===== config.mk =====
export PLATFORM = sky130hd
export DESIGN_NAME = instr_fetch_stage_flat
export DESIGN_NICKNAME = d
export VERILOG_FILES = /design/src/rtl/instr_fetch_stage_pkg.sv /design/src/rtl/instr_fetch_stage_if.sv /design/src/rtl/instr_fetch_stage_branch_target_calc.sv /design/src/rtl/instr_fetch_stage.sv /design/src/flat_wrapper.sv
export SDC_FILE = /design/constraint.sdc
export NUM_CORES = 1
export LEC_CHECK = 0
export ABC_AREA = 1
export CORE_ASPECT_RATIO = 1.4
export CORE_UTILIZATION = 40
export CTS_CLUSTER_DIAMETER = 60
export DETAILED_ROUTE_END_ITERATION = 10
export HOLD_SLACK_MARGIN = 0.08
export PLACE_DENSITY = 0.68
export RECOVER_POWER = 50
export SETUP_SLACK_MARGIN = 0.4
export SLEW_MARGIN = 40
export SYNTH_ARGS = -nofsm -noshare
export SYNTH_HDL_FRONTEND = slang
export SYNTH_HIERARCHICAL = 1
export SYNTH_SLANG_ARGS = --single-unit

===== constraint.sdc =====
create_clock -name Clk -period 1.5 [get_ports Clk]
set_input_delay 0.3 -clock Clk [delete_from_list [all_inputs] [get_ports Clk]]
set_output_delay 0.3 -clock Clk [all_outputs]
set_load 0.005 [all_outputs]

===== src/rtl/instr_fetch_stage_pkg.sv =====
// Shared types and constants for the LEGv8 instruction fetch stage.
package instr_fetch_stage_pkg;

   // Fetch sequencer states.
   typedef enum logic [1:0] {
      FETCH = 2'd0,
      WAIT  = 2'd1,
      HOLD  = 2'd2
   } fetch_state_e;

   // Every LEGv8 instruction is one 32-bit word.
   localparam int INSTR_BYTES = 4;

   // RedirectSel encodings.
   localparam logic BR_PCREL = 1'b0;
   localparam logic BR_REG   = 1'b1;

endpackage : instr_fetch_stage_pkg


===== src/rtl/instr_fetch_stage_if.sv =====
// Instruction-memory handshake plus the decode-facing instruction bus.
interface instr_fetch_stage_if #(
   parameter int PC_W = 64
);

   logic            ImemReq;
   logic [PC_W-1:0] ImemAddr;
   logic            ImemGnt;
   logic            ImemRespValid;
   logic [31:0]     ImemRespData;
   logic            InstrValid;
   logic [31:0]     Instr;
   logic [PC_W-1:0] InstrPC;
   logic            DecodeReady;

   // Fetch stage side.
   modport master (
      output ImemReq, ImemAddr, InstrValid, Instr, InstrPC,
      input  ImemGnt, ImemRespValid, ImemRespData, DecodeReady
   );

   // Memory / decode side.
   modport slave (
      input  ImemReq, ImemAddr, InstrValid, Instr, InstrPC,
      output ImemGnt, ImemRespValid, ImemRespData, DecodeReady
   );

endinterface : instr_fetch_stage_if


===== src/rtl/instr_fetch_stage_branch_target_calc.sv =====
// Redirect target calculation: PC-relative (BrPC + BusImm*4) or register
// target with the low two bits forced to zero and flagged if they were set.
module branch_target_calc
   import instr_fetch_stage_pkg::*;
#(
   parameter int PC_W = 64
) (
   input  logic            redirect_sel,
   input  logic [PC_W-1:0] br_pc,
   input  logic [PC_W-1:0] bus_imm,
   input  logic [PC_W-1:0] br_reg,
   output logic [PC_W-1:0] target,
   output logic            misaligned
);

   // Select the target; additions wrap silently modulo 2^PC_W.
   always_comb begin
      target     = br_pc;
      misaligned = 1'b0;
      case (redirect_sel)
         BR_PCREL: begin
            target     = br_pc + {bus_imm[PC_W-3:0], 2'b00};
            misaligned = 1'b0;
         end
         BR_REG: begin
            target = {br_reg[PC_W-1:2], 2'b00};
            if (br_reg[1:0] != 2'b00) begin
               misaligned = 1'b1;
            end else begin
               misaligned = 1'b0;
            end
         end
         default: begin
            target     = br_pc;
            misaligned = 1'b0;
         end
      endcase
   end

endmodule : branch_target_calc


===== src/rtl/instr_fetch_stage.sv =====
// LEGv8 instruction fetch stage: holds the PC, runs a single-outstanding
// request/grant/response fetch, presents the word to decode and handles
// branch/register redirects including squash of an in-flight fetch.
module instr_fetch_stage
   import instr_fetch_stage_pkg::*;
#(
   parameter logic [63:0] RESET_PC = 64'h0,
   parameter int          PC_W     = 64
) (
   input  logic                   Clk,
   input  logic                   Reset_n,
   instr_fetch_stage_if.master    bus,
   input  logic                   Redirect,
   input  logic                   RedirectSel,
   input  logic [PC_W-1:0]        BrPC,
   input  logic [PC_W-1:0]        BusImm,
   input  logic [PC_W-1:0]        BrReg,
   output logic                   AlignFault
);

   fetch_state_e    state_r,       state_next_s;
   logic [PC_W-1:0] pc_r,          pc_next_s;
   logic [PC_W-1:0] req_pc_r,      req_pc_next_s;
   logic [31:0]     instr_r,       instr_next_s;
   logic [PC_W-1:0] instr_pc_r,    instr_pc_next_s;
   logic            instr_valid_r, instr_valid_next_s;
   logic            squash_r,      squash_next_s;
   logic            align_fault_r, align_fault_next_s;
   logic            imem_req_s;
   logic [PC_W-1:0] target_s;
   logic            target_misaligned_s;

   branch_target_calc #(.PC_W(PC_W)) u_branch_target_calc (
      .redirect_sel (RedirectSel),
      .br_pc        (BrPC),
      .bus_imm      (BusImm),
      .br_reg       (BrReg),
      .target       (target_s),
      .misaligned   (target_misaligned_s)
   );

   // Next-state logic; a redirect overrides every normal transition.
   always_comb begin
      state_next_s       = state_r;
      pc_next_s          = pc_r;
      req_pc_next_s      = req_pc_r;
      instr_next_s       = instr_r;
      instr_pc_next_s    = instr_pc_r;
      instr_valid_next_s = instr_valid_r;
      squash_next_s      = squash_r;
      align_fault_next_s = 1'b0;
      imem_req_s         = 1'b0;

      if (Redirect) begin
         align_fault_next_s = target_misaligned_s;
      end else begin
         align_fault_next_s = 1'b0;
      end

      case (state_r)
         FETCH: begin
            if (Redirect) begin
               // Request gated off so no grant can race the new PC.
               imem_req_s   = 1'b0;
               pc_next_s    = target_s;
               state_next_s = FETCH;
            end else begin
               imem_req_s = 1'b1;
               if (bus.ImemGnt) begin
                  req_pc_next_s = pc_r;
                  state_next_s  = WAIT;
               end else begin
                  state_next_s = FETCH;
               end
            end
         end
         WAIT: begin
            if (bus.ImemRespValid) begin
               if (Redirect) begin
                  pc_next_s     = target_s;
                  squash_next_s = 1'b0;
                  state_next_s  = FETCH;
               end else if (squash_r) begin
                  squash_next_s = 1'b0;
                  state_next_s  = FETCH;
               end else begin
                  instr_next_s       = bus.ImemRespData;
                  instr_pc_next_s    = req_pc_r;
                  instr_valid_next_s = 1'b1;
                  pc_next_s          = req_pc_r + PC_W'(INSTR_BYTES);
                  state_next_s       = HOLD;
               end
            end else begin
               if (Redirect) begin
                  // Response still owed; remember to drop it.
                  pc_next_s     = target_s;
                  squash_next_s = 1'b1;
               end else begin
                  squash_next_s = squash_r;
               end
               state_next_s = WAIT;
            end
         end
         HOLD: begin
            if (Redirect) begin
               pc_next_s          = target_s;
               instr_valid_next_s = 1'b0;
               state_next_s       = FETCH;
            end else if (bus.DecodeReady) begin
               instr_valid_next_s = 1'b0;
               state_next_s       = FETCH;
            end else begin
               state_next_s = HOLD;
            end
         end
         default: begin
            instr_valid_next_s = 1'b0;
            squash_next_s      = 1'b0;
            state_next_s       = FETCH;
         end
      endcase
   end

   // State and datapath registers.
   always_ff @(posedge Clk or negedge Reset_n) begin
      if (!Reset_n) begin
         state_r       <= FETCH;
         pc_r          <= RESET_PC[PC_W-1:0];
         req_pc_r      <= {PC_W{1'b0}};
         instr_r       <= 32'h0;
         instr_pc_r    <= {PC_W{1'b0}};
         instr_valid_r <= 1'b0;
         squash_r      <= 1'b0;
         align_fault_r <= 1'b0;
      end else begin
         state_r       <= state_next_s;
         pc_r          <= pc_next_s;
         req_pc_r      <= req_pc_next_s;
         instr_r       <= instr_next_s;
         instr_pc_r    <= instr_pc_next_s;
         instr_valid_r <= instr_valid_next_s;
         squash_r      <= squash_next_s;
         align_fault_r <= align_fault_next_s;
      end
   end

   assign bus.ImemReq    = imem_req_s;
   assign bus.ImemAddr   = pc_r;
   assign bus.InstrValid = instr_valid_r;
   assign bus.Instr      = instr_r;
   assign bus.InstrPC    = instr_pc_r;
   assign AlignFault     = align_fault_r;

endmodule : instr_fetch_stage


===== src/flat_wrapper.sv =====
// flat-port wrapper written by rule: the top's interface ports become plain ports
module instr_fetch_stage_flat import instr_fetch_stage_pkg::*;
#(
   parameter logic [63:0] RESET_PC = 64'h0,
   parameter int          PC_W     = 64
)
  (Clk, Reset_n, Redirect, RedirectSel, BrPC, BusImm, BrReg, AlignFault, bus_ImemReq, bus_ImemAddr, bus_InstrValid, bus_Instr, bus_InstrPC, bus_ImemGnt, bus_ImemRespValid, bus_ImemRespData, bus_DecodeReady);
  instr_fetch_stage_if #(.PC_W(PC_W)) bus_i ();
  input  logic Clk;
  input  logic Reset_n;
  input  logic Redirect;
  input  logic RedirectSel;
  input  logic [PC_W-1:0] BrPC;
  input  logic [PC_W-1:0] BusImm;
  input  logic [PC_W-1:0] BrReg;
  output logic AlignFault;
  output wire logic [$bits(bus_i.ImemReq)-1:0] bus_ImemReq;
  output wire logic [$bits(bus_i.ImemAddr)-1:0] bus_ImemAddr;
  output wire logic [$bits(bus_i.InstrValid)-1:0] bus_InstrValid;
  output wire logic [$bits(bus_i.Instr)-1:0] bus_Instr;
  output wire logic [$bits(bus_i.InstrPC)-1:0] bus_InstrPC;
  input wire logic [$bits(bus_i.ImemGnt)-1:0] bus_ImemGnt;
  input wire logic [$bits(bus_i.ImemRespValid)-1:0] bus_ImemRespValid;
  input wire logic [$bits(bus_i.ImemRespData)-1:0] bus_ImemRespData;
  input wire logic [$bits(bus_i.DecodeReady)-1:0] bus_DecodeReady;
  assign bus_ImemReq = bus_i.ImemReq;
  assign bus_ImemAddr = bus_i.ImemAddr;
  assign bus_InstrValid = bus_i.InstrValid;
  assign bus_Instr = bus_i.Instr;
  assign bus_InstrPC = bus_i.InstrPC;
  assign bus_i.ImemGnt = bus_ImemGnt;
  assign bus_i.ImemRespValid = bus_ImemRespValid;
  assign bus_i.ImemRespData = bus_ImemRespData;
  assign bus_i.DecodeReady = bus_DecodeReady;
  instr_fetch_stage #(.RESET_PC(RESET_PC), .PC_W(PC_W)) u_core (.Clk(Clk), .Reset_n(Reset_n), .bus(bus_i), .Redirect(Redirect), .RedirectSel(RedirectSel), .BrPC(BrPC), .BusImm(BusImm), .BrReg(BrReg), .AlignFault(AlignFault));
endmodule

* Word level (Yosys, flattened, before mapping) *
Index checks and enable logic that the tools add are counted.

word-level totals
  bits in registers = 229
  input port bits = 231
  logic and storage cells = 60

operators by class
  add/sub/neg operators = 2
  equal/unequal tests = 8
  muxes and demuxes = 28
  bitwise operators = 5
  reductions and logical operators = 9

operators with widths
  operator                                        number
  2-to-1 mux 64 bit                               4
  case mux 64 bit (2 select lines)                2
  adder 64 x 3 -> 64 bit (second input constant)  1
  adder 64 bit                                    1
  2-to-1 mux 1 bit                                12
  2-to-1 mux 2 bit                                6
  != test 2 bit (second input constant)           3
  != test 3 bit (second input constant)           2
  case mux 2 bit (3 select lines)                 1
  NOT 1 bit                                       5
  AND reduction 5 bit                             1
  != test 4 bit (second input constant)           1
  case mux 1 bit (2 select lines)                 2
  AND reduction 2 bit                             2
  AND reduction 4 bit                             1
  nonzero test 2 bit                              2
  case mux 1 bit (3 select lines)                 1
  AND reduction 3 bit                             1
  == test 2 x 1 -> 1 bit (second input constant)  1
  == test 2 bit (second input constant)           1
  logical NOT 2 bit                               1
  OR reduction 2 bit                              1

* Logic depth before layout (Yosys ltp) *
Gate-level depths: netlist of run 1.

  word-level depth = 5
  gate-level depth with buffers = 22
  gate-level depth less buffers = 22

* By module *
The synthesis of run 1 kept the hierarchy.

modules (own cells, without submodules)
  module              instances  cells each  area each (um^2)  seq. area each (um^2)
  instr_fetch_stage   1          1523        11737.5           5730.5
  branch_target_calc  1          1370        6347.3            0.0

* Least setup slack after synthesis of run 1 *
OpenSTA, ideal clock, no wires.

  path type = input to register
  start point = input port BrPC[2]
  end point = register u_core.pc_r[40] (netlist: u_core/bus.ImemAddr[40])
  library setup time = 0.139 ns
  arrival = 2.075 ns
  data required time = 1.361 ns
  slack = -0.714 ns
  cell stages on the path = 14
  path through = ha_1 -> fa_1 -> nand3_1 -> nand3_2 -> nand2_1 -> nand2_1 -> nand3_1 -> nand3_2 -> nand2_1 -> a21oi_1 -> nor2_1 -> nor2_1 -> a221oi_1 -> a22oi_1

on the way
  word-level cells in the longest chain between the ends = 5
  elaborated cells between the ends (all ways) = 6
  classes of those cells = add/sub (1); mux (5)

ends and longest elaborated chain
  item                                  line                                        RTL
  start, declared                       flat_wrapper.sv:13                          input logic [PC_W-1:0] BrPC;
  adder 64 bit *                        instr_fetch_stage_branch_target_calc.sv:22  target = br_pc + {bus_imm[PC_W-3:0], 2'b00};
  case mux 64 bit (2 select lines) *    instr_fetch_stage_branch_target_calc.sv:20  case (redirect_sel)
  named net u_core.target_s[40]         instr_fetch_stage.sv:30                     logic [PC_W-1:0] target_s;
  2-to-1 mux 64 bit (on tied branches)  -
  2-to-1 mux 64 bit                     instr_fetch_stage.sv:78                     if (bus.ImemRespValid) begin
  case mux 64 bit (2 select lines) *    instr_fetch_stage.sv:60                     case (state_r)
  end signal, assigned                  instr_fetch_stage.sv:128                    pc_r <= RESET_PC[PC_W-1:0];
  end signal, assigned                  instr_fetch_stage.sv:137                    pc_r <= pc_next_s;
  end, declared                         instr_fetch_stage.sv:22                     logic [PC_W-1:0] pc_r, pc_next_s;

Mark *: on every way through the listed nets, which the timed path passes. The rest lies on a longest branch.
A chain may end at the register's enable or synchronous reset.

* Final worst setup path of run 1 *
  start point = register u_core.req_pc_r[2]
  end point = register u_core.pc_r[17] (netlist: u_core/bus.ImemAddr[17])

on the way
  word-level cells in the longest chain between the ends = 5

ends and longest elaborated chain
  item                              line                      RTL
  start, declared                   instr_fetch_stage.sv:23   logic [PC_W-1:0] req_pc_r, req_pc_next_s;
  start signal, assigned            instr_fetch_stage.sv:129  req_pc_r <= {PC_W{1'b0}};
  start signal, assigned            instr_fetch_stage.sv:138  req_pc_r <= req_pc_next_s;
  adder 64 x 3 -> 64 bit            instr_fetch_stage.sv:90   pc_next_s = req_pc_r + PC_W'(INSTR_BYTES);
  2-to-1 mux 64 bit                 instr_fetch_stage.sv:83   end else if (squash_r) begin
  2-to-1 mux 64 bit                 instr_fetch_stage.sv:79   if (Redirect) begin
  2-to-1 mux 64 bit                 instr_fetch_stage.sv:78
  case mux 64 bit (2 select lines)  instr_fetch_stage.sv:60

Every way passes these cells. The select of a mux whose other input is x is not followed.

==> results.ini, run 1 <==
[synth]
syn_nets = 3187
syn_area_um2 = 18100
synth_top_area_share_pct = 31.7
post_synth_inst_count = 2893
synth_seq_area_share_pct = 31.7
yosys.area.top_type = dfrtp_1
synthDistinctLibCells = 43
netlist_top_cells_area = dfrtp_1 (32%), nand2_1 (23%), inv_1 (8.5%), nor2_1 (5.6%), ha_1 (4.3%)
syn_avg_cell_area_um2 = 6.25
synth-warning-count = 6
yosys_register_bits = 229

[timing]
setup_repair_after_global_routing_missed_its_margin = true
worst_slack_ns = -0.527
setup_viol = 372
fin_crit_sh_pct = 135
timing.slew.headroom_pct = 19.2
period_needed_ns = 2.03
hold-worst-slack_ns = 0.323
slew_viol_final = 0
tightest_pin_transition_ns = 1.21
clock_skew_ns = 0.0393
fmax_mhz = 493
report.final.hold_viol_count = 0

[drt]
drt_iter0_markers = 2150
drt_drc_violations_left = 0
drt_pass1_iterations = 6
route.antenna.remaining_nets = 0
routed_wl_um = 102000
vias = 25000
post_drt_wl_per_cell_um = 22.7
avgViaCountPerCell = 5.57

[placed_design]
port_buffers = 391
placed_area_um2 = 27400
dpl.cell_count = 4230
gp_congestion = 1.02
dp_worst_setup_slack_ns = -1.48
dpl.hpwl_um = 67900

[critical_path]
critical_path.endpoint_type = flop
arrival_ns = 2.48
worstSetupStartpointType = flop
critPathMaxFanout = 3
worst-setup-path-type = reg2reg
crit_required_ns = 1.95

[power_and_ir_drop]
power.share.sequential_pct = 28.3
ir_worst_vdd_v = 0.000817
p_leak_uw = 0.0173
clockPowerShare_pct = 16.8
power_switching_uw = 14200
power.density_cell_area_nw_per_um2 = 1020
power.internal_uw = 21500
switching_share_pct = 39.8
p_comb_share_pct = 54.9

[layout]
synthToLayoutAreaGrowth_pct = 92.9
layout.nets = 4200
stdcell_area_um2 = 34900
drive_gt1_share_pct = 48.6
multiInputGateArea_um2 = 15600
final-instance-count-excl-fill = 4482
filler_cell_count = 2811
seq_area_um2 = 5730

[grt]
first_pass_grt_wire_length_um = 136000
overflow = 0
track_usage_pct = 38.8
grt_pass1_vias = 24100
grt_antenna_before_repair = 2
grt_start_max_net_pins = 52

[clock_tree]
cts_root_buf = clkbuf_16
cts.htree.levels = 1
cts_made_buffers = 23
clock_sinks = 229
path_clk_slew_ns = 0.07
cts-root-to-sink-buffers = 3
tritoncts = yes
clk_latency_ns = 0.55

[floorplan]
placeableCoreArea_um2 = 44300
start_util_pct = 40.8
floorplan.die.height_um = 254
floorplan.die_area_um2 = 46100
die_width_um = 182
rows = 91
io_pins = 394

[worst_hold_path]
hp-class = in2reg

[status]
violations = setup timing
run_status = finished with violations

[job]
drv.max_cap_violation_count = 0

flip-flops by register name, indices dropped and copies added (netlist names):
signal,count
u_core/req_pc_r,64
u_core/state_r,2
u_core/bus.Instr,32
u_core/AlignFault,1
u_core/bus.InstrPC,64
u_core/bus.ImemAddr,64
u_core/bus.InstrValid,1
u_core/squash_r,1
metrics by stage:
| step | util [%] | setup TNS (ns) | power [uW] |
|---|---|---|---|
| after CTS | 73.2 | -81.40 | 33300 |
| final | 78.8 | -105.10 | 35700 |
| after global routing | 78.8 | -130.15 | 37200 |
| after global placement | 61.9 | -148.05 | 24900 |
| after detailed placement | 61.9 | -151.45 | 25300 |
| after floorplan | - | -27.30 | 16100 |
placed cells by master (no fill, tap or decap), types with 14 or more instances in the layout:
master	Yosys	layout
o21ai_0	147	15
nand2_4	1	140
nor2_2	35	46
nor2_1	271	158
buf_12	0	48
clkbuf_16	0	24
nand2_1	1120	697
nand3_2	7	59
buf_2	25	51
nand3_1	133	63
nor2_4	9	111
nand3_4	0	18
mux2_4	0	41
inv_1	408	322
buf_8	0	14
dlygate4sd2_1	0	21
clkdlybuf4s50_1	0	244
ha_4	0	62
dfrtp_1	229	227
nand2_8	0	23
nand2_2	22	283
o21ai_1	39	114
a21oi_1	105	54
nand4_1	20	20
a21oi_2	0	38
buf_6	0	216
a31oi_1	24	21
buf_4	12	435
o21ai_2	1	56
inv_2	14	83
power by group through the flow:
stage                     logic [uW]  clock network [uW]  registers [uW]
after global placement         15100                   0            9880
final                          19600                6010           10100
after floorplan                 6210                   0            9930
after global routing           20600                6230           10300
after CTS                      17400                5990            9920
after detailed placement       15300                   0            9980
worst max-delay path, stage by stage, from the launching register on:
cell	delay (ns)
dfrtp_1	0.45
inv_2	0.08
nor2_4	0.25
buf_6	0.17
nand2_8	0.06
nor2_4	0.20
buf_4	0.15
buf_6	0.08
o21ai_2	0.05
a21oi_2	0.19
o21ai_1	0.09
and2_1	0.15
what timing repair did:
action | CTS | global route
endpoints found under the setup margin | 391 | 391
pin swaps | 445 | 407
hold buffers | 1 | 0
cloned | 16 | 1
hold endpoints to repair | 214 | 0
setup buffers | 125 | 66
resized for setup | 1360 | 549
cell usage after synthesis (all sizes together):
library cell / instances
fa: 1
xor2: 17
clkbuf: 36
clkinv: 3
mux2: 41
nor3: 22
or2: 7
a221oi: 5
xnor2: 20
inv: 422
nor4: 1
a22oi: 16
a21oi: 105
o211ai: 1
o22ai: 9
nand3b: 8
nand3: 140
a31oi: 24
nor2: 315
nand2: 1143
and2: 7
a211oi: 1
a21boi: 2
ha: 62
dfrtp: 229
nand4: 20
o21bai: 5
o2bb2ai: 1
buf: 43
o21ai: 187
layout make-up:
type	instances	area share, %
Clock buffer	29	1.83
Sequential cell	229	16.4
Multi-Input combinational cell	2160	44.8
Tap cell	558	2.00
Timing Repair Buffer	1067	29.8
Inverter	425	4.81
Antenna cell	1	0.00717
Clock inverter	13	0.355
logic make-up (layout without fill, tap and decap cells):
| kind of cell | after synthesis | after routing | share of synthesized area [%] |
|---|---|---|---|
| AO/OA/AOI/OAI | 356 | 356 | 10.6 |
| XOR/XNOR | 37 | 37 | 1.79 |
| adder cells (fa/ha/maj) | 63 | 63 | 4.40 |
| buffers and inverters | 504 | 1534 | 10.9 |
| flip-flops | 229 | 229 | 31.7 |
| multiplexers | 41 | 41 | 2.55 |
| other | 0 | 1 | 0 |
| AND/OR/NAND/NOR | 1663 | 1663 | 38.1 |
final timing paths:
path                                               startpoint                                  end  slack (ns)  cells after the start
hold reg to reg            u_core/bus.InstrPC[52]$_DFFE_PN0P_   u_core/bus.InstrPC[52]$_DFFE_PN0P_        0.49                      2
min in group asynchronous                             Reset_n    u_core/bus.InstrPC[3]$_DFFE_PN0P_        0.52                      2
setup reg to reg               u_core/req_pc_r[2]$_DFFE_PN0P_  u_core/bus.ImemAddr[17]$_DFFE_PN0P_       -0.53                     11
hold / removal                                       Redirect          u_core/squash_r$_DFFE_PN0P_        0.32                      4
max in group asynchronous                             Reset_n          u_core/state_r[0]$_DFF_PN0_        0.02                      3
setup / recovery               u_core/req_pc_r[2]$_DFFE_PN0P_  u_core/bus.ImemAddr[17]$_DFFE_PN0P_       -0.53                     11
routing by layer:
metal | vias up | global-route usage (%) | part of all wire [%]
met2 | 1464 | 69.2 | 49
met5 | - | 0 | 0.013
met1 | 11900 | 42.6 | 34
met3 | 533 | 3.80 | 7.0
met4 | 2 | 29.2 | 10
li1 | 11100 | - | -
Note: power is estimated with default switching activity, not from simulation.
==> run 2: changes to the inputs <==
--- a/config.mk
+++ b/config.mk
@@ -11,7 +11,7 @@
 export CTS_CLUSTER_DIAMETER = 60
 export DETAILED_ROUTE_END_ITERATION = 10
 export HOLD_SLACK_MARGIN = 0.08
-export PLACE_DENSITY = 0.68
+export PLACE_DENSITY = 0.65
 export RECOVER_POWER = 50
 export SETUP_SLACK_MARGIN = 0.4
 export SLEW_MARGIN = 40
==> constraint.sdc (replaced) <==
create_clock -name Clk -period 2.63 [get_ports Clk]
set_input_delay 0.526 -clock Clk [delete_from_list [all_inputs] [get_ports Clk]]
set_output_delay 0.526 -clock Clk [all_outputs]
set_load 0.005 [all_outputs]
==> run 2 against run 1 <==
The run now ends clean. Die area stayed put. Via count down 14%. Flip-flop and latch count is the same. Critical path depth shrank 4. Count of clock-buffer cells in the layout fell by 2. Final area decreased by 19%. Maximum frequency is 11% lower. Clock skew fell by 0.0064 ns. Hold slack gained 0.16 ns. Critical endpoint is now u_core/bus.Instr[30]$_DFFE_PN0P_. Highest routed layer is now met4.
==> results.ini, run 2 (synthesized netlist as in run 1, its figures left out) <==
[grt]
track_usage_pct = 33.4  ; was 38.8%
grt_antenna_before_repair = 3  ; was 2
overflow = 0  ; unchanged
grt_pass1_vias = 21000  ; was 24.1k
first_pass_grt_wire_length_um = 117000  ; was 136000 um
grt_start_max_net_pins = 83  ; was 52

[critical_path]
critical_path.endpoint_type = flop  ; unchanged
timing.reg2reg.setup_slack_ns = 0.35  ; was -0.53 ns
critical_path.most_common_cell = buf_4
crit_path_max_incr_delay_ns = 0.45  ; about the same
crit-reg2reg-capture = u_core/bus.Instr[30]$_DFFE_PN0P_  ; was u_core/bus.ImemAddr[17]$_DFFE_PN0P_
path_depth = 7  ; was 11
startpoint = u_core/state_r[0]$_DFF_PN0_  ; was u_core/req_pc_r[2]$_DFFE_PN0P_
critPathMaxFanout = 22  ; was 3
path_buf_inv = 4  ; unchanged
r2r_cells = 7  ; was 11
worst-setup-path-type = reg2reg  ; unchanged
crit_path_top_delay_cell = clkbuf_1  ; was dfrtp_1
critical_path.endpoint = u_core/bus.Instr[30]$_DFFE_PN0P_  ; was u_core/bus.ImemAddr[17]$_DFFE_PN0P_
arrival_ns = 2.70  ; was 2.48 ns
reg_to_reg_startpoint = u_core/state_r[0]$_DFF_PN0_  ; was u_core/req_pc_r[2]$_DFFE_PN0P_
worstSetupStartpointType = flop  ; unchanged
cp_top_family = buffers and inverters  ; was simple AND/OR/NAND/NOR gates
timing.critical_path.cells = buf_4, inv_2, buf_4, nor2_1, nand2_1, clkbuf_1, mux2_1  ; was inv_2, nor2_4, buf_6, nand2_8, nor2_4, buf_4, buf_6, o21ai_2, a21oi_2, o21ai_1, and2_1
crit_required_ns = 3.05  ; was 1.95 ns

[clock_tree]
clk_latency_ns = 0.55  ; about the same
cts_made_buffers = 22  ; was 23
path_clk_slew_ns = 0.07  ; about the same
cts-root-to-sink-buffers = 3  ; unchanged
clock_sinks = 229  ; unchanged
cts_root_buf = clkbuf_16  ; unchanged
cts.htree.levels = 1  ; unchanged
tritoncts = yes  ; unchanged

[placed_design]
gp_congestion = 0.975  ; was 1.02
port_buffers = 391  ; unchanged
dpl.cell_count = 4022  ; was 4230
placed_area_um2 = 24500  ; was 27400 um2
dpl.hpwl_um = 63200  ; was 67900 um

[drt]
drt_iter0_markers = 1556  ; was 2150
avgViaCountPerCell = 5.20  ; was 5.57
drt_pass1_iterations = 6  ; unchanged
detail_route.wirelength.met1_um = 29600  ; was 34400 um
drt_drc_violations_left = 0  ; unchanged
routed_wl_um = 79900  ; was 102000 um
vias = 21500  ; was 25.0k
sum_of_met2_wire_segment_lengths_after_detailed_routing_um = 40700  ; was 49700 um
dr.max_layer_used = met4  ; was met5
post_drt_wl_per_cell_um = 19.4  ; was 22.7 um
met3RoutedLength_um = 4140  ; was 7110 um
route.antenna.remaining_nets = 0  ; unchanged

[timing]
setup_repair_after_global_routing_missed_its_margin = true  ; unchanged
clock_skew_ns = 0.0330  ; was 0.0393 ns
fmax_mhz = 439  ; was 493 MHz
setup_viol = 0  ; was 372
timing.slew.headroom_pct = 25.7  ; was 19.2%
report.final.hold_viol_count = 0  ; unchanged
tightest_pin_transition_ns = 1.11  ; was 1.21 ns
period_needed_ns = 2.28  ; was 2.03 ns
fin_crit_sh_pct = 86.7  ; was 135%
slew_viol_final = 0  ; unchanged
hold-worst-slack_ns = 0.485  ; was 0.323 ns

[layout]
drive_gt1_share_pct = 30.8  ; was 48.6%
synthToLayoutAreaGrowth_pct = 57.0  ; was 92.9%
layout.nets = 3844  ; was 4200
final_util_pct = 64.1  ; was 78.8%
multiInputGateArea_um2 = 13300  ; was 15600 um2
seq_area_um2 = 5730  ; unchanged
filler_cell_count = 3956  ; was 2811
final-instance-count-excl-fill = 4127  ; was 4482
stdcell_area_um2 = 28400  ; was 34900 um2
mostFrequentLayoutCell = nand2_1  ; unchanged
layout_common_cells = nand2_1 (845), inv_1 (359), clkdlybuf4s50_1 (267), buf_4 (232), dfrtp_1 (227)  ; was nand2_1 (697), buf_4 (435), inv_1 (322), nand2_2 (283), clkdlybuf4s50_1 (244)

[floorplan]
placeableCoreArea_um2 = 44300  ; unchanged
io_pins = 394  ; unchanged
start_util_pct = 40.8  ; unchanged
rows = 91  ; unchanged
floorplan.die.height_um = 254  ; unchanged
die_width_um = 182  ; unchanged
floorplan.die_area_um2 = 46100  ; unchanged

[worst_hold_path]
holdCritStartpoint = u_core/bus.InstrPC[24]$_DFFE_PN0P_  ; was Redirect
hp-class = reg2reg  ; was in2reg

[status]
run_status = finished clean  ; was finished with violations

[power_and_ir_drop]
p_leak_uw = 0.0140  ; was 0.0173 uW
ir_worst_vdd_v = 0.000451  ; was 0.000817 V
power.density_cell_area_nw_per_um2 = 597  ; was 1020 nW/um2

[job]
drv.max_cap_violation_count = 0  ; unchanged

[run 2: cell types whose count changed in the layout (fill, tap and decap cells not counted), sizes merged, moves of 2 or more]
cell | before | now
diode | 1 | 3
clkbuf | 40 | 92
buf | 777 | 342
bufbuf | 3 | 0
dlymetal6s2s | 1 | 9
clkdlybuf4s50 | 244 | 267
[run 2: power by group]
group / switching (uW) / total [uW] / internal [uW]
registers: 1130 / 5880 / 4750
clock network: 1470 / 3200 / 1720
logic: 3920 / 7890 / 3970
total: 6520 / 17000 / 10400
[run 2: worst reg2reg max path, cell delays in order, from the launching register on]
cell,delay (ns)
dfrtp_2,0.40
buf_4,0.16
inv_2,0.05
buf_4,0.28
nor2_1,0.09
nand2_1,0.35
clkbuf_1,0.45
mux2_1,0.38
[run 2: worst min-delay path by stage]
stage,endpoint,slack (ns),cells after the start
floorplan,u_core/AlignFault$_DFF_PN0_,0.23,0
global route,u_core/bus.Instr[25]$_DFFE_PN0P_,0.50,1
finish,u_core/bus.InstrPC[24]$_DFFE_PN0P_,0.49,2
detailed placement,u_core/bus.InstrPC[24]$_DFFE_PN0P_,0.47,2
global placement,u_core/bus.InstrPC[16]$_DFFE_PN0P_,0.47,2
CTS,u_core/bus.InstrPC[24]$_DFFE_PN0P_,0.49,2
[run 2: final cells by class]
cell class	instances	area share [%]
Sequential cell	229	20.2
Antenna cell	3	0.0264
Clock inverter	13	0.432
Inverter	425	5.68
Clock buffer	27	2.07
Multi-Input combinational cell	2160	46.8
Timing Repair Buffer	712	22.3
Tap cell	558	2.46
[run 2: per-stage QoR]
stage	power (uW)	setup TNS [ns]	worst slack, ns
finish	17000	0	0.350
global placement	12800	-22.56	-0.796
CTS	16600	0	0.368
floorplan	8630	0	0.373
detailed placement	12900	-24.66	-0.780
global route	18000	0	0.203
[run 2: routing by layer]
metal  vias up  track usage, %
met2       836            61.5
met1     10100            37.1
met3       203            2.81
li1      10300               -
met5         -               0
met4         0            20.5
[run 2: timing repair]
action,CTS,global route
pin swaps,247,298
cloned,0,0
endpoints found under the hold margin,62,0
hold buffers,1,0
buffers inserted,34,27
resized for setup,639,495
setup endpoints to repair,57,52
